**src/rtl/seg_pkg.sv**
```systemverilog
// Shared constants and types for the seven-segment scan controller.
// Segment encodings are active-low in {g,f,e,d,c,b,a} order.
package seg_pkg;

    localparam logic [3:0] ANODE_OFF = 4'hF;
    localparam logic [6:0] SEG_OFF   = 7'h7F;

    // Hex digit to active-low segment pattern, indexed by nibble value
    localparam logic [6:0] HEX_SEG [16] = '{
        7'h40, 7'h79, 7'h24, 7'h30,
        7'h19, 7'h12, 7'h02, 7'h78,
        7'h00, 7'h10, 7'h08, 7'h03,
        7'h46, 7'h21, 7'h06, 7'h0E
    };

    typedef enum logic {
        BLANK = 1'b0,
        DRIVE = 1'b1
    } state_e;

    // One complete display configuration as written by the host
    typedef struct packed {
        logic [15:0] data;
        logic [3:0]  dp;
        logic [3:0]  en;
        logic        lz;
    } disp_cfg_t;

endpackage

```
**src/rtl/hex_to_7seg.sv**
```systemverilog
// Combinational hex nibble to active-low seven-segment decode.
module hex_to_7seg
    import seg_pkg::*;
(
    input  logic [3:0] nibble,
    output logic [6:0] seg_c
);

    assign seg_c = HEX_SEG[nibble];

endmodule

```
**src/rtl/seg_scan_controller.sv**
```systemverilog
// Four-digit multiplexed seven-segment scan controller with blank phase,
// leading-zero blanking and frame-synchronous double-buffered host writes.
module seg_scan_controller
    import seg_pkg::*;
#(
    parameter int unsigned CLK_DIV      = 100000,
    parameter int unsigned BLANK_CYCLES = 1000
) (
    input  logic        clk,
    input  logic        rst_n,
    input  logic        wr_valid,
    output logic        wr_ready,
    input  logic [15:0] wr_data,
    input  logic [3:0]  wr_dp,
    input  logic [3:0]  wr_en,
    input  logic        lz_blank,
    output logic [3:0]  an,
    output logic [6:0]  seg,
    output logic        dp,
    output logic [1:0]  digit_sel,
    output logic        frame_start
);

    localparam int unsigned CNT_W = (CLK_DIV > 1) ? $clog2(CLK_DIV) : 1;
    localparam logic [CNT_W-1:0] SLOT_LAST  = CNT_W'(CLK_DIV - 1);
    localparam logic [CNT_W-1:0] BLANK_LAST = CNT_W'(BLANK_CYCLES - 1);

    logic [CNT_W-1:0] slot_cnt_q, slot_cnt_d;
    logic [1:0]       digit_q, digit_d;
    state_e           state_q, state_d;
    disp_cfg_t        pend_q, pend_d;
    logic             pend_full_q, pend_full_d;
    disp_cfg_t        disp_q, disp_d;
    logic             wr_ready_q, wr_ready_d;
    logic [3:0]       an_q, an_d;
    logic [6:0]       seg_q, seg_d;
    logic             dp_q, dp_d;
    logic             frame_start_q, frame_start_d;

    logic             slot_wrap_c;
    logic             boundary_c;
    logic [3:0]       cur_nibble_c;
    logic [6:0]       dec_seg_c;
    logic [3:0]       lz_vec_c;
    logic             show_c;

    assign slot_wrap_c  = (slot_cnt_q == SLOT_LAST);
    assign boundary_c   = slot_wrap_c && (digit_q == 2'd3);
    assign cur_nibble_c = disp_q.data[{digit_q, 2'b00} +: 4];

    // Digit k is blanked when it and every digit to its left are zero
    assign lz_vec_c[0] = 1'b0;
    assign lz_vec_c[1] = disp_q.lz && (disp_q.data[15:4]  == 12'h000);
    assign lz_vec_c[2] = disp_q.lz && (disp_q.data[15:8]  == 8'h00);
    assign lz_vec_c[3] = disp_q.lz && (disp_q.data[15:12] == 4'h0);

    assign show_c = disp_q.en[digit_q] && !lz_vec_c[digit_q];

    hex_to_7seg u_dec (
        .nibble (cur_nibble_c),
        .seg_c  (dec_seg_c)
    );

    always_comb begin
        slot_cnt_d    = slot_cnt_q;
        digit_d       = digit_q;
        state_d       = state_q;
        pend_d        = pend_q;
        pend_full_d   = pend_full_q;
        disp_d        = disp_q;
        wr_ready_d    = wr_ready_q;
        an_d          = ANODE_OFF;
        seg_d         = SEG_OFF;
        dp_d          = 1'b1;
        frame_start_d = 1'b0;

        // Slot timer and digit sequencing
        if (slot_wrap_c) begin
            slot_cnt_d = '0;
            digit_d    = digit_q + 2'd1;
        end else begin
            slot_cnt_d = slot_cnt_q + CNT_W'(1);
        end

        case (state_q)
            BLANK: if (slot_cnt_q == BLANK_LAST) state_d = DRIVE;
            DRIVE: if (slot_wrap_c)              state_d = BLANK;
        endcase

        // Commit at frame boundary has priority; ready is low whenever pending is full
        if (boundary_c && pend_full_q) begin
            disp_d      = pend_q;
            pend_full_d = 1'b0;
        end else if (wr_valid && wr_ready_q) begin
            pend_d      = '{data: wr_data, dp: wr_dp, en: wr_en, lz: lz_blank};
            pend_full_d = 1'b1;
        end
        wr_ready_d = !pend_full_d;

        if (state_q == DRIVE && show_c) begin
            an_d  = ~(4'b0001 << digit_q);
            seg_d = dec_seg_c;
            dp_d  = ~disp_q.dp[digit_q];
        end

        frame_start_d = (slot_cnt_d == '0) && (digit_d == 2'd0);
    end

    always_ff @(posedge clk) begin
        if (!rst_n) begin
            slot_cnt_q    <= '0;
            digit_q       <= 2'd0;
            state_q       <= BLANK;
            pend_q        <= '0;
            pend_full_q   <= 1'b0;
            disp_q        <= '0;
            wr_ready_q    <= 1'b1;
            an_q          <= ANODE_OFF;
            seg_q         <= SEG_OFF;
            dp_q          <= 1'b1;
            frame_start_q <= 1'b0;
        end else begin
            slot_cnt_q    <= slot_cnt_d;
            digit_q       <= digit_d;
            state_q       <= state_d;
            pend_q        <= pend_d;
            pend_full_q   <= pend_full_d;
            disp_q        <= disp_d;
            wr_ready_q    <= wr_ready_d;
            an_q          <= an_d;
            seg_q         <= seg_d;
            dp_q          <= dp_d;
            frame_start_q <= frame_start_d;
        end
    end

    assign wr_ready    = wr_ready_q;
    assign an          = an_q;
    assign seg         = seg_q;
    assign dp          = dp_q;
    assign digit_sel   = digit_q;
    assign frame_start = frame_start_q;

endmodule

```
**config.mk**
```make
export PLATFORM = sky130hd
export DESIGN_NAME = seg_scan_controller
export DESIGN_NICKNAME = d
export VERILOG_FILES = /design/src/rtl/seg_pkg.sv /design/src/rtl/hex_to_7seg.sv /design/src/rtl/seg_scan_controller.sv
export SDC_FILE = /design/constraint.sdc
export NUM_CORES = 1
export LEC_CHECK = 0
export ABC_CLOCK_PERIOD_IN_PS = 6600
export CELL_PAD_IN_SITES_DETAIL_PLACEMENT = 1
export CELL_PAD_IN_SITES_GLOBAL_PLACEMENT = 1
export CORE_MARGIN = 8
export CORE_UTILIZATION = 40
export DETAILED_ROUTE_END_ITERATION = 12
export MAX_ROUTING_LAYER = met4
export PLACE_DENSITY_LB_ADDON = 0.1
export SLEW_MARGIN = 10
export SYNTH_ARGS = -nofsm -noshare
export SYNTH_HDL_FRONTEND = slang
export SYNTH_SLANG_ARGS = --single-unit
```
**constraint.sdc**
```tcl
create_clock -name clk -period 6.6 [get_ports clk]
set_clock_uncertainty 0.1 [all_clocks]
set_input_delay 1.32 -clock clk [delete_from_list [all_inputs] [get_ports clk]]
set_output_delay 1.32 -clock clk [all_outputs]
set_load 0.01 [all_outputs]
```
==> key figures, run 1 <==
Detailed routing
  – Via density: 5.05
  – TritonRoute pass-1 iters: 4
  – DR iter-0 viols: 136
  – Via count: 3,038
  – Wire per inst: 14.5 um
  – DRC violations left: 0
  – Final antenna-violating net count: 0
  – Drt total wl: 8740 um

Timing
  – Max-slew headroom: 38.0%
  – Fin. Hold Viols: 0
  – Final min period: 3.20 ns
  – Slew @ Worst Pin: 0.930 ns
  – Setup Viol. Count Final: 0
  – Final worst path period share: 48.5%
  – Final setup TNS: 0 ns
  – RSZ-0062 raised after global routing: no
  – F_max: 0.312 GHz
  – Slew Viols, Final: 0

CTS
  – # Post-CTS Setup Buffers: 0
  – CTS sink cnt: 85
  – Hold-fix buffers, CTS: 0
  – CTS resizes: 0
  – CTS Buffer Depth: 2
  – CTS H-tree lvls: 3
  – CTS tree: yes
  – CTS Buf Count: 9
  – Skew-Pair Late Insertion Delay: 0.35 ns
  – Clock slew at reported path FFs: 0.09 ns
  – CTS root buffer: clkbuf_8

Yosys
  – Area leader, netlist: dfxtp_1
  – Seq cells post-synth: 85
  – Post-synthesis cell area: 3850 um2
  – Yosys top cell area share: 44.2%
  – Syn nets: 478
  – Netlist cell types: 47
  – Largest cells by area after synthesis: dfxtp_1 (44%), nand2_1 (12%), a21boi_1 (7.8%)
  – Register area share after synthesis: 44.2%
  – Ys Warns: 0
  – Syn Inst Count: 439
  – Avg Cell Area, Syn: 8.77 um2

Placed design
  – Routability Congestion: 0.832
  – I/O Buffers: 43
  – Hpwl dp: 6300 um

Die
  – Die width: 114 um
  – Row Count: 36
  – Initial Util: 40.3%
  – IO Count: 44
  – Core box area: 9550 um2
  – Die height: 114 um
  – Die footprint: 13,000 um2

Cells and area
  – Nets: 503
  – Area grow syn2layout: 18.3%
  – Ant diodes: 0
  – # fillers: 1,149
  – Layout cell share with drive strength beyond 1: 7.25%

Global routing
  – Remaining Overflow, GRT: 0
  – Met3 global-route usage: 2.64%
  – Largest net degree at the start of global routing: 64
  – Initial antenna violation count: 0
  – Global Route Usage Sum: 14.7%
  – Met1 global-route usage: 18.9%
  – Number of global-route vias before repair: 3,083
  – First-pass GRT wire length: 15,100 um
  – Met2 usage: 22.6%
  – GR peak layer: met2

Setup path
  – Worst path bufs/invs: 2
  – Worst flop-to-flop path endpoint: pend_q[24]
  – Crit-path cells: clkdlybuf4s50_1, buf_4, or4b_2, or4_1, o22ai_1
  – Worst setup path class: input port to register
  – Max stage delay cell, worst path: or4b_2
  – Critical path peak fanout: 63
  – Critical path arrival: 3.37 ns
  – Worst reg-to-reg setup slack: 3.60 ns
  – Critical register-to-register path startpoint: slot_cnt_q[0]
  – Slowest stage delay, CP: 0.62 ns
  – Delay-heaviest family, CP: simple AND/OR/NAND/NOR gates
  – CP required: 6.77 ns
  – Critical path startpoint category: input port
  – FF-to-FF path depth: 7
  – Crit end category: register

Power
  – Pwr Total: 1.05 mW
  – Peak supply drop: 0.000117 V
  – Power density of the placed cells: 230 nW/um2
  – Leak Pwr: 1.55 nW

Worst hold path
  – Hold Path End: disp_q[16]
  – WHS Path Cells: 2
  – Hold Crit Class: register to register
  – Hold path start: pend_q[16]

Job
  – Max Cap Viol: 0

Status
  – Status: complete, no violations
## flip-flops by register name (all words and copies together) (netlist names), 2 cells and up
signal	flops
an	4
slot_cnt_q	17
pend_q	25
digit_sel	2
seg	7
disp_q	25
## worst max path at each step
| stage | from | to | slack [ns] | depth (start not counted) |
|---|---|---|---|---|
| floorplan | rst_n | state_q | 3.83 | 4 |
| global placement | rst_n | state_q | 3.06 | 5 |
| detailed placement | rst_n | state_q | 3.03 | 5 |
| CTS | digit_sel[0] | digit_sel[0] | 3.33 | 1 |
| global route | rst_n | seg[6] | 3.23 | 5 |
| finish | rst_n | state_q | 3.40 | 5 |
## synthesized netlist by cell type, drive strengths merged
master,instances
nand2,122
dfxtp,85
a21boi,53
clkbuf,17
nor2,17
buf,13
nand3,12
ha,11
inv,11
nand4,9
nor4,9
xnor2,9
nor3,8
mux4,7
xor2,7
a21oi,5
o21ai,5
or3,5
o221ai,4
and2,3
nor2b,3
a31o,2
and3,2
mux2i,2
nand2b,2
or2,2
or4,2
a21o,1
a41oi,1
mux2,1
nand4b,1
nand4bb,1
nor4b,1
o211ai,1
o21a,1
o21bai,1
o22ai,1
o32ai,1
or4b,1
## placed cells by master, fill, tap and decap left out, drive strengths merged, types with 2 or more instances in the layout
cell / Yosys / final
nand2: 122 / 122
dfxtp: 85 / 85
a21boi: 53 / 53
clkdlybuf4s50: 0 / 43
nor2: 17 / 17
inv: 11 / 13
nand3: 12 / 12
ha: 11 / 11
clkbuf: 17 / 10
nand4: 9 / 9
xnor2: 9 / 9
nor4: 9 / 9
nor3: 8 / 8
mux4: 7 / 7
xor2: 7 / 7
a21oi: 5 / 5
or3: 5 / 5
o21ai: 5 / 5
o221ai: 4 / 4
nor2b: 3 / 3
and2: 3 / 3
bufinv: 0 / 3
and3: 2 / 2
mux2i: 2 / 2
nand2b: 2 / 2
or2: 2 / 2
a31o: 2 / 2
or4: 2 / 2
## layout make-up
type	count	area, um2	share of cell area, %
well taps	133	166	3.65
repair buffers	44	438	9.62
flip-flops and latches	85	1700	37.4
multi-input cells	313	1950	42.9
clock inverters	6	118	2.58
clock buffers	10	138	3.02
inverters	11	41.3	0.907
## kinds of logic (layout without fill, tap and decap cells)
logic type               after synthesis  count (layout)  share of synthesized area, %
AND/OR/NAND/NOR                      200             200                          24.2
adder cells (fa/ha/maj)               11              11                          3.57
AO/OA/AOI/OAI                         76              76                          14.4
XOR/XNOR                              16              16                          3.64
buffers and inverters                 41              71                          5.13
multiplexers                          10              10                          4.91
flip-flops                            85              85                          44.2
## routing by layer
layer | share of wire, % | vias to the layer above
met5 | 0 | -
met2 | 46 | 42
met4 | 1.8 | 0
met3 | 2.9 | 12
met1 | 49 | 1451
li1 | - | 1533
## power breakdown
group          switching, mW  leakage, nW  internal (mW)
Combinational         0.0253        0.735         0.0301
Sequential           0.00778        0.690          0.525
Clock                  0.194        0.125          0.266
Total                  0.228         1.55          0.820
## worst register-to-register path: stages (launching register included)
cell	delay, ns
dfxtp_1	0.38
ha_1	0.25
nand4_1	0.39
nor4_4	0.56
nand3_4	0.34
and3_1	0.60
nand2_1	0.19
a21boi_0	0.09
## through the flow
stage               setup slack (ns)  utilization (%)  hold WS (ns)  instances  cell area, um2
finish                          3.40             47.7         0.356        602            4550
CTS                             3.33             47.7         0.358        602            4550
floorplan                       3.83                -         0.328        439            3850
global placement                3.06             45.0         0.340        586            4300
detailed placement              3.03             45.0         0.347        586            4300
global route                    3.23             47.7         0.374        602            4550
(Power assumes the default switching activity.)
==> inputs of run 2 (changes only) <==
- ABC_CLOCK_PERIOD_IN_PS: 6600 -> 3100
- clock period: 6.6 -> 3.1 ns (I/O delays scaled with it)
==> run 2 against run 1 <==
Combinational power up 110%. Non-clock buffer count rose by 9. Worst setup slack worse by 3.0 ns. Critical path depth grew 1. Count of clock-buffer cells in the layout decreased by 1. Via count rose by 2.5%. Global-route usage increased by 0.52 points. Clock power grew 77%. Worst hold slack hardly changed. Critical path type is now register to register. Critical endpoint is now pend_q[10]. Highest routed layer unchanged.
==> key figures, run 2 (synthesis results as in run 1) <==
Placed design
  – Setup WS pre-CTS: 0.341 ns
  – I/O Buffers: 43
  – Hpwl dp: 6590 um
  – Routability Congestion: 0.824

Cells and area
  – Most frequent cells in the layout: nand2_1 (122), dfxtp_1 (85), clkdlybuf4s50_1 (43)
  – Nets: 512
  – Largest regs: disp_q (25), pend_q (25), slot_cnt_q (17)
  – Most common cell after layout, fill and taps aside: nand2_1
  – Layout cell share with drive strength beyond 1: 9.00%
  – Final core occ: 47.9%
  – Area grow syn2layout: 18.7%
  – Ant diodes: 0

Power
  – Leak Pwr: 1.57 nW
  – NetSw: 0.499 mW
  – Internal power: 1.57 mW
  – Switch share: 24.2%
  – Flop pwr share: 54.9%
  – Comb power frac: 5.8%
  – Power density of the placed cells: 452 nW/um2
  – Peak supply drop: 0.000224 V
  – Clock power frac: 39.3%

Setup path
  – Critical path arrival: 2.83 ns
  – Worst setup path class: register to register
  – Crit end category: register
  – Critical path startpoint category: register
  – CP required: 3.25 ns
  – Critical path peak fanout: 25

CTS
  – Hold-fix buffers, CTS: 0
  – CTS resizes: 0
  – # Post-CTS Setup Buffers: 0
  – CTS Buf Count: 9
  – CTS H-tree lvls: 3
  – CTS Buffer Depth: 2
  – Skew-Pair Late Insertion Delay: 0.36 ns
  – CTS tree: yes
  – CTS root buffer: clkbuf_8
  – Clock slew at reported path FFs: 0.09 ns
  – CTS sink cnt: 85

Global routing
  – Remaining Overflow, GRT: 0
  – Number of global-route vias before repair: 3,189
  – First-pass GRT wire length: 15,500 um
  – Largest net degree at the start of global routing: 38
  – Global Route Usage Sum: 15.3%
  – Initial antenna violation count: 0

Detailed routing
  – TritonRoute pass-1 iters: 4
  – Wire per inst: 14.9 um
  – Final antenna-violating net count: 0
  – DRC violations left: 0
  – Via density: 5.10
  – DR iter-0 viols: 132
  – Drt total wl: 9110 um
  – Via count: 3,114

Timing
  – Setup Viol. Count Final: 0
  – Slew @ Worst Pin: 0.879 ns
  – Max-slew headroom: 41.4%
  – Final min period: 2.67 ns
  – Slew Viols, Final: 0
  – Crit path setup slack, layout: 0.426 ns
  – F_max: 0.374 GHz
  – RSZ-0062 raised after global routing: no
  – Final worst path period share: 86.3%
  – Fin. Hold Viols: 0
  – Final setup TNS: 0 ns

Worst hold path
  – Hold Crit Class: register to register

Job
  – Max Cap Viol: 0

Die
  – Die footprint: 13,000 um2
  – Die height: 114 um
  – Die width: 114 um
  – IO Count: 44
  – Core box area: 9550 um2
  – Initial Util: 40.3%
  – Row Count: 36

Status
  – Status: complete, no violations
## run 2: layout make-up
cell class,instances,area (um2)
timing repair buffer,53,505
sequential,85,1700
clock buffer,9,124
clock inverter,7,80.1
tap,133,166
multi-input combinational,313,1950
inverter,11,41.3
fill,1160,4980
## run 2: power groups by stage
stage / Combinational (mW) / Clock [mW] / Sequential (mW)
5_1_grt: 0.136 / 0.889 / 1.14
6_report: 0.119 / 0.812 / 1.13
2_1_floorplan: 0.0759 / 0 / 1.15
4_1_cts: 0.123 / 0.841 / 1.13
3_5_place_dp: 0.122 / 0 / 1.16
3_3_place_gp: 0.119 / 0 / 1.16
## run 2: worst paths after layout
kind / startpoint / endpoint / slack [ns] / cells past startpoint
setup / recovery: slot_cnt_q[14] / pend_q[10] / 0.43 / 6
hold / removal: disp_q[4] / disp_q[4] / 0.36 / 2
setup reg to reg: slot_cnt_q[14] / pend_q[10] / 0.43 / 6
hold reg to reg: disp_q[4] / disp_q[4] / 0.36 / 2
## run 2: per-stage QoR
| step | cells | area (um2) | hold WS [ns] | total power [mW] |
|---|---|---|---|---|
| detailed placement | 595 | 4370 | 0.348 | 1.28 |
| CTS | 611 | 4570 | 0.363 | 2.10 |
| global route | 611 | 4570 | 0.374 | 2.16 |
| floorplan | 439 | 3850 | 0.328 | 1.23 |
| global placement | 595 | 4370 | 0.334 | 1.28 |
| finish | 611 | 4570 | 0.356 | 2.06 |
## run 2: per-layer routing
metal	global-route usage (%)	wire [um]	part of all wire, %	vias to the layer above
met3	3.59	329	3.6	14
li1	-	-	-	1558
met5	-	0	0	-
met4	5.24	123	1.4	0
met2	24.5	4350	48	50
met1	18.4	4300	47	1492
## run 2: worst max-delay path: stages (launching register included)
cell,delay (ns)
dfxtp_1,0.39
or4_4,0.57
nor4_4,0.49
nand3_4,0.21
and3_1,0.53
nand2_1,0.20
a21boi_1,0.07
